==> src/rtl/shared_mem_rr.sv <==
// shared_mem_rr
//   Word-addressed 32-bit RAM shared by NUM_CORES cores through a
//   round-robin arbiter. Each core can read, write, or fetch-and-add one word
//   per request. At most one operation commits per cycle, so fetch-and-add is
//   atomic.
//
// Handshake (req/ack):
//   A core raises req[c] and holds req/op/addr/wdata stable until ack[c]
//   pulses. ack[c] is high for exactly one cycle, one cycle after the grant.
//   err[c] and rdata[c] are valid together with ack[c]. rdata[c] then holds
//   until that core's next ack. A core whose ack is high is not eligible for
//   grant in that cycle, so a req left high after completion is never
//   serviced twice.
//
// Ports:
//   clk      in   system clock; all state updates on posedge
//   reset    in   synchronous active-high reset (also re-initialises the RAM)
//   req      in   [NUM_CORES]     per-core request
//   op       in   [2*NUM_CORES]   00 read, 01 write, 10 fetch-add, 11 read
//   addr     in   [32*NUM_CORES]  per-core byte address
//   wdata    in   [32*NUM_CORES]  per-core write data / add operand
//   ack      out  [NUM_CORES]     one-cycle completion pulse
//   err      out  [NUM_CORES]     address miss or unaligned (valid with ack)
//   rdata    out  [32*NUM_CORES]  registered per-core read data
//   dbg_addr in   [DEPTH_LOG2]    debug word index
//   dbg_data out  [32]            combinational mem[dbg_addr]
module shared_mem_rr #(
  parameter int NUM_CORES    = 4,
  parameter int DEPTH_LOG2   = 5,
  parameter int BASE_ADDRESS = 0,
  parameter int INIT_BASE    = 100
) (
  input  logic                    clk,
  input  logic                    reset,
  input  logic [NUM_CORES-1:0]    req,
  input  logic [2*NUM_CORES-1:0]  op,
  input  logic [32*NUM_CORES-1:0] addr,
  input  logic [32*NUM_CORES-1:0] wdata,
  output logic [NUM_CORES-1:0]    ack,
  output logic [NUM_CORES-1:0]    err,
  output logic [32*NUM_CORES-1:0] rdata,
  input  logic [DEPTH_LOG2-1:0]   dbg_addr,
  output logic [31:0]             dbg_data
);

  localparam int DEPTH = 1 << DEPTH_LOG2;
  localparam int PTR_W = (NUM_CORES > 1) ? $clog2(NUM_CORES) : 1;
  localparam int TAG_W = 30 - DEPTH_LOG2;

  localparam logic [1:0] OP_WRITE = 2'b01;
  localparam logic [1:0] OP_FADD  = 2'b10;

  logic [31:0]          r_mem   [DEPTH];
  logic [31:0]          r_rdata [NUM_CORES];
  logic [NUM_CORES-1:0] r_ack;
  logic [NUM_CORES-1:0] r_err;
  logic [PTR_W-1:0]     r_ptr;

  logic [NUM_CORES-1:0]  w_elig;
  logic                  w_gnt_vld;
  logic [PTR_W-1:0]      w_gnt_idx;
  logic [1:0]            w_op;
  logic [31:0]           w_addr;
  logic [31:0]           w_wdata;
  logic [DEPTH_LOG2-1:0] w_idx;
  logic                  w_hit;
  logic [31:0]           w_old;

  // A core completing this cycle still has its stale req high; mask it out.
  assign w_elig = req & ~r_ack;

  // Round-robin search upward from r_ptr. The loop runs from the farthest
  // candidate down, so the nearest eligible core is the last one written.
  always_comb begin
    w_gnt_vld = 1'b0;
    w_gnt_idx = '0;
    for (int k = NUM_CORES - 1; k >= 0; k--) begin
      if (w_elig[PTR_W'((int'(r_ptr) + k) % NUM_CORES)]) begin
        w_gnt_vld = 1'b1;
        w_gnt_idx = PTR_W'((int'(r_ptr) + k) % NUM_CORES);
      end
    end
  end

  assign w_op    = op[int'(w_gnt_idx) * 2 +: 2];
  assign w_addr  = addr[int'(w_gnt_idx) * 32 +: 32];
  assign w_wdata = wdata[int'(w_gnt_idx) * 32 +: 32];
  assign w_idx   = w_addr[DEPTH_LOG2+1:2];
  assign w_hit   = (w_addr[31:DEPTH_LOG2+2] == TAG_W'(BASE_ADDRESS)) &&
                   (w_addr[1:0] == 2'b00);
  assign w_old   = r_mem[w_idx];

  always_ff @(posedge clk) begin
    if (reset) begin
      r_ptr <= '0;
      r_ack <= '0;
      r_err <= '0;
      for (int i = 0; i < NUM_CORES; i++) r_rdata[i] <= '0;
      for (int i = 0; i < DEPTH; i++)     r_mem[i]   <= 32'(INIT_BASE + i);
    end else begin
      r_ack <= '0;
      r_err <= '0;
      if (w_gnt_vld) begin
        r_ack[w_gnt_idx] <= 1'b1;
        r_ptr            <= PTR_W'((int'(w_gnt_idx) + 1) % NUM_CORES);
        if (w_hit) begin
          case (w_op)
            OP_WRITE: begin
              r_mem[w_idx]       <= w_wdata;
              r_rdata[w_gnt_idx] <= w_wdata;
            end
            OP_FADD: begin
              // Returns the old value; the sum wraps modulo 2**32.
              r_mem[w_idx]       <= w_old + w_wdata;
              r_rdata[w_gnt_idx] <= w_old;
            end
            default: r_rdata[w_gnt_idx] <= w_old;
          endcase
        end else begin
          // Misses and unaligned accesses complete normally but touch nothing.
          r_err[w_gnt_idx]   <= 1'b1;
          r_rdata[w_gnt_idx] <= '0;
        end
      end
    end
  end

  assign ack      = r_ack;
  assign err      = r_err;
  assign dbg_data = r_mem[dbg_addr];

  for (genvar g = 0; g < NUM_CORES; g++) begin : g_rdata
    assign rdata[g*32 +: 32] = r_rdata[g];
  end

endmodule

==> config.mk <==
export PLATFORM = sky130hd
export DESIGN_NAME = shared_mem_rr
export DESIGN_NICKNAME = d
export VERILOG_FILES = /design/src/rtl/shared_mem_rr.sv
export SDC_FILE = /design/constraint.sdc
export NUM_CORES = 2
export LEC_CHECK = 0
export ABC_CLOCK_PERIOD_IN_PS = 7400
export CORE_MARGIN = 2
export CORE_UTILIZATION = 40
export CTS_CLUSTER_DIAMETER = 120
export DETAILED_ROUTE_END_ITERATION = 12
export PLACE_DENSITY = 0.61
export SYNTH_ARGS = -nofsm -noshare
export SYNTH_HDL_FRONTEND = slang
export SYNTH_SLANG_ARGS = --single-unit
==> constraint.sdc <==
create_clock -name clk -period 7.4 [get_ports clk]
set_input_delay 0.74 -clock clk [delete_from_list [all_inputs] [get_ports clk]]
set_output_delay 0.74 -clock clk [all_outputs]
set_load 0.005 [all_outputs]
# Word level (Yosys, flattened, before mapping)
# Memory sizes are Yosys's and may differ from the RTL's.
# Index checks and enable logic that the tools add are counted.
# word_totals
reg_bits,10
mem_bits_rw,1152
input_bits,275
output_inout_bits,168
elab_cells,90
n_memories,2
# classes
add_sub_neg,5
order_cmp,6
eq_ne,2
shifts,3
mux,53
bitwise,7
n_reduce_logical,9
# memory_table
name,depth,word_bits,read_ports,rd_ports_with_merged_regs,write_ports,line_no,source
r_mem,32,32,2,0,32,53,logic [31:0] r_mem [DEPTH];
r_rdata,4,32,4,0,4,54,logic [31:0] r_rdata [NUM_CORES];
# ops
cell,n
indexed part select 128 x 8 -> 32 bit,2
2-to-1 mux 32 bit,6
OR reduction 32 bit,2
2-to-1 mux 1 bit,36
adder 32 bit,1
zero test 25 bit,1
less-than comparator 2 x 4 -> 1 bit (second input constant),4
2-to-1 mux 2 bit,5
binary-select mux 1 bit (select 2 bit),4
indexed part select 8 x 4 -> 2 bit,1
2-to-1 mux 5 bit,1
adder 2 x 1 -> 2 bit (second input constant),2
adder 2 bit (second input constant),2
bitwise AND 4 bit,1
inverter 4 bit,1
bitwise OR 1 bit,4
OR reduction 2 bit,2
less-than comparator 2 x 3 -> 1 bit (second input constant),1
OR reduction 3 bit,1
demux 1 bit (select 2 bit),1
== test 2 x 1 -> 1 bit (second input constant),1
== test 2 bit (second input constant),1
greater-or-equal comparator 2 x 1 -> 1 bit (second input constant),1
logical AND 1 bit,2
2 further kinds,2

# Depth between registers and ports, before layout
# depth
ltp_word,21
depth_mapped,29
ltp_nobuf,24

# Worst setup path before layout
# Ideal clock, no wire load.
# synth_timing
path_type,input to register
start,in req[2]
end,mem r_mem[15][28] (data pin)
arrival_ns,5.829
required_ns,7.134
slack_ns,1.305
stages,26
n_path_buf,3
path_cell_list,nor2b_1 a311oi_4 nor2_4 inv_2 buf_2 mux2i_1 nor3_1 a31oi_1 clkbuf_1 o22ai_1 nor4_2 ha_1 inv_1 fa_1 nor2b_1 o21a_1 o21ai_1 a211oi_1 o21a_1 a2111oi_0 nor4_1 nor3_1 xnor2_1 mux2i_1 clkbuf_1 nor2_1
# synth_rtl
item,line_no,source
start: declaration,35,"input logic [NUM_CORES-1:0] req,"
end: declaration,53,

==> flow_summary.json <==
{
  "status": "finished clean",
  "max_stage_delay_ns": 0.58,
  "worstHoldPathType": "reg2reg",
  "postSynthAreaPerCell_um2": 11.4,
  "die_area_um2": 160000,
  "final_util_pct": 48.4,
  "timing.critical_path.from": "req[0]",
  "clk_transition_reported_paths_ns": 0.06,
  "synth-main-ff-cell": "sky130_fd_sc_hd__edfxtp_1",
  "r2r_start": "ack[0]",
  "final_skew_ns": 0.0324,
  "synth_simple_gate_area_share_pct": 17.1,
  "die_y_um": 400,
  "rrSetupSlack_ns": 0.52,
  "synth_to_final_area_change_pct": 20.4,
  "cts_resized": 0,
  "worst_ep_required_time_ns": 7.89,
  "worstSetupStartpointType": "input port",
  "worstHoldPathCells": 2,
  "detail-route-antenna-nets": 0,
  "crit_fanout": 138,
  "period_minus_slack_ns": 6.88,
  "fp.coreArea_um2": 156000,
  "r2r_end": "r_mem[9][30]",
  "mappedNetlistNets": 5809,
  "post_synth_mux_area_share_pct": 12.9,
  "residual_drc_count": 0,
  "clock.fmax_mhz": 145,
  "unrepaired_setup_endpoints_after_global_routing": "false",
  "timing.hold.worst_endpoint": "r_ptr[0]",
  "synthesis.yosys.warnings": 0,
  "num_io_pins": 443,
  "final_max_slew_viol_count": 0,
  "fin_nets": 6199,
  "grt_first_pass_wirelength_um": 369000,
  "worst-setup-path-type": "in2reg",
  "drt_wl_cell_um": 33.1,
  "type_of_destination_of_the_critical_path": "register",
  "fill_cells": 13797,
  "count_of_flip_flops_with_a_built_in_enable_after_synthesis": 1152,
  "clock_latency_ns": 0.79,
  "postRouteWirelength_um": 266000,
  "syn_inst": 5494,
  "final_ws_setup_ns": 0.516,
  "routed_via_density": 6.54,
  "largest_net_degree_at_the_start_of_global_routing": 139,
  "ys_types": 78,
  "stdcell_count": 8043,
  "grt_antenna_before_repair": 7,
  "postCtsSetupBuffers": 0,
  "dieWidth_um": 400,
  "worst_ep_arrival_time_ns": 7.37,
  "place.port_buffers": 442,
  "globalRouteOverflowTotal": 0,
  "max_slew.worst_pin.slew_ns": 1.43,
  "global_route.usage.total_pct": 32.5,
  "hold_viol": 0,
  "finalCritPeriodShare_pct": 93.0,
  "yosys.area_share.adder_pct": 0.810,
  "route.vias.total": 52637,
  "floorplan.initialDensity_pct": 40.2,
  "totalNegativeSetupSlack_ns": 0,
  "cts-buffers-inserted": 130,
  "postSynthRegisterBits": 1162,
  "yosysSeqAreaShare_pct": 55.5,
  "place_congestion": 0.949,
  "total_power_mw": 32.2,
  "place.detailed.instances": 7810,
  "maxCapViolCount": 0,
  "setup-violations-final": 0,
  "violation_count_after_the_first_detailed_route_iteration": 8834,
  "hpwlAfterDp_um": 160000,
  "pre_cts_slack_ns": -0.0287,
  "clock-root-buffer": "sky130_fd_sc_hd__clkbuf_16",
  "crit_slowest_cell": "sky130_fd_sc_hd__nor4_2",
  "hp-start": "r_ptr[0]",
  "initial_drt_pass_iterations": 8,
  "cellPowerDensity_nw_per_um2": 427,
  "netlist_area_um2": 62700,
  "cts_num_sinks": 1162,
  "ir_worst_vdd_mv": 0.292,
  "worst_r2r_path_depth": 24,
  "synth_async_sr_flop_share_pct": 0,
  "cts_max_level": 4,
  "post_cts_hold_buffer_count": 0,
  "compound_gate_portion_of_the_synthesized_area_pct": 9.37,
  "tritoncts_clock_tree": "built",
  "fp-row-count": 145,
  "layout-drive-gt1-share_pct": 18.4,
  "cts_max_path_buffers": 3,
  "yosys.area_share.xor_xnor_pct": 0.349,
  "worst_slew_margin_rel_pct": 4.01,
  "grt_pass1_vias": 49867,
  "synth_top_family_by_area": "simple AND/OR/NAND/NOR gates",
  "leakagePower_nw": 26.5
}
-- routing by layer --
metal / up-vias / part of all wire, % / global-route usage, %
li1: 21326 / - / -
met1: 25935 / 35 / 41.0
met2: 4444 / 44 / 50.2
met3: 922 / 14 / 9.56
met4: 10 / 6.6 / 18.1
met5: - / 0.11 / 0.303
-- layout make-up --
type	instances	area, µm²	area share, %
clock buffer	156	3460	4.58
timing repair buffer	808	8140	10.8
clock inverter	74	667	0.884
multi-input combinational	3759	25700	34.1
inverter	23	88.8	0.118
sequential	1162	34800	46.1
tap	2058	2570	3.41
antenna	3	7.51	0.00995
-- metrics by stage --
step | cell area [µm²] | hold WS (ns)
after floorplan | 62700 | 0.459
after global placement | 71300 | 0.487
after detailed placement | 71300 | 0.494
after CTS | 75500 | 0.506
after global routing | 75500 | 0.538
final | 75500 | 0.511
-- cells in the mapped netlist (15+ instances only) --
library cell / instances / share of area, %
sky130_fd_sc_hd__a211oi_1: 255 / 3.1
sky130_fd_sc_hd__a21o_1: 18 / 0.22
sky130_fd_sc_hd__a21oi_1: 50 / 0.40
sky130_fd_sc_hd__a21oi_2: 34 / 0.48
sky130_fd_sc_hd__a31oi_1: 292 / 2.9
sky130_fd_sc_hd__and3_1: 282 / 2.8
sky130_fd_sc_hd__buf_1: 44 / 0.26
sky130_fd_sc_hd__buf_2: 187 / 1.5
sky130_fd_sc_hd__buf_4: 24 / 0.29
sky130_fd_sc_hd__clkbuf_1: 288 / 1.7
sky130_fd_sc_hd__edfxtp_1: 1152 / 55
sky130_fd_sc_hd__ha_1: 39 / 0.78
sky130_fd_sc_hd__inv_1: 21 / 0.13
sky130_fd_sc_hd__mux2_2: 34 / 0.61
sky130_fd_sc_hd__mux2i_1: 46 / 0.73
sky130_fd_sc_hd__mux4_2: 320 / 11
sky130_fd_sc_hd__nand2_1: 803 / 4.8
sky130_fd_sc_hd__nand2b_1: 32 / 0.32
sky130_fd_sc_hd__nand3_1: 50 / 0.40
sky130_fd_sc_hd__nor2_1: 1071 / 6.4
sky130_fd_sc_hd__nor3_1: 54 / 0.43
sky130_fd_sc_hd__nor4_1: 25 / 0.25
sky130_fd_sc_hd__nor4_2: 30 / 0.60
sky130_fd_sc_hd__o21ai_0: 29 / 0.23
sky130_fd_sc_hd__o22ai_1: 124 / 1.2
sky130_fd_sc_hd__or2_2: 15 / 0.15
sky130_fd_sc_hd__or3_1: 17 / 0.17
sky130_fd_sc_hd__xnor2_1: 15 / 0.21
-- worst max-delay path by stage --
stage	end	slack [ns]	depth (start not counted)
after CTS	r_mem[9][30]	0.72	26
after detailed placement	r_mem[8][30]	-0.03	27
after global placement	r_mem[8][30]	-0.06	27
after floorplan	r_mem[15][28]	1.30	26
final	r_mem[9][30]	0.52	25
after global routing	r_mem[21][31]	0.36	26
-- report_power, final --
part	switching (mW)	internal, mW
clock network	2.76	3.71
logic	11.5	6.42
registers	0.173	7.68
-- cells in the final DEF, fill, tap and decap left out, drive strengths merged, types with 15 or more instances in the layout --
cell type / synthesis / layout
mux2i: 46 / 46
o21ai: 35 / 35
a21oi: 84 / 84
clkinv: 1 / 57
and3: 282 / 282
nor4: 55 / 55
xnor2: 15 / 15
edfxtp: 1152 / 1152
ha: 39 / 39
buf: 262 / 371
nor2: 1075 / 1075
nand2: 804 / 804
o22ai: 124 / 124
a211oi: 255 / 255
nand3: 52 / 52
clkdlybuf4s50: 0 / 437
a21o: 18 / 18
inv: 22 / 23
or3: 17 / 17
clkbuf: 288 / 156
nand2b: 32 / 32
nor3: 57 / 57
a31oi: 297 / 297
mux2: 35 / 35
or2: 15 / 15
mux4: 320 / 320
-- critical path, delay by kind of cell --
kind	cells	cell delay, ns
buffers and inverters	7	2.11
AOI/OAI and AO/OA	7	1.90
and+or+nand+nor	6	1.37
muxes	3	0.76
adders and majority gates	1	0.27
xor gates and xnor gates	1	0.15
-- registers in the layout (all words and copies together) (netlist names) --
name and cells:
err 4, r_ptr 2, ack 4, r_rdata 128, r_mem 1024
-- logic make-up after synthesis --
family          after synthesis
flops                      1162
buf+inv                     573
simple gates               2436
xor+xnor                     25
fa+ha+maj                    40
compound gates              857
mux                         401
(Power assumes the default switching activity.)
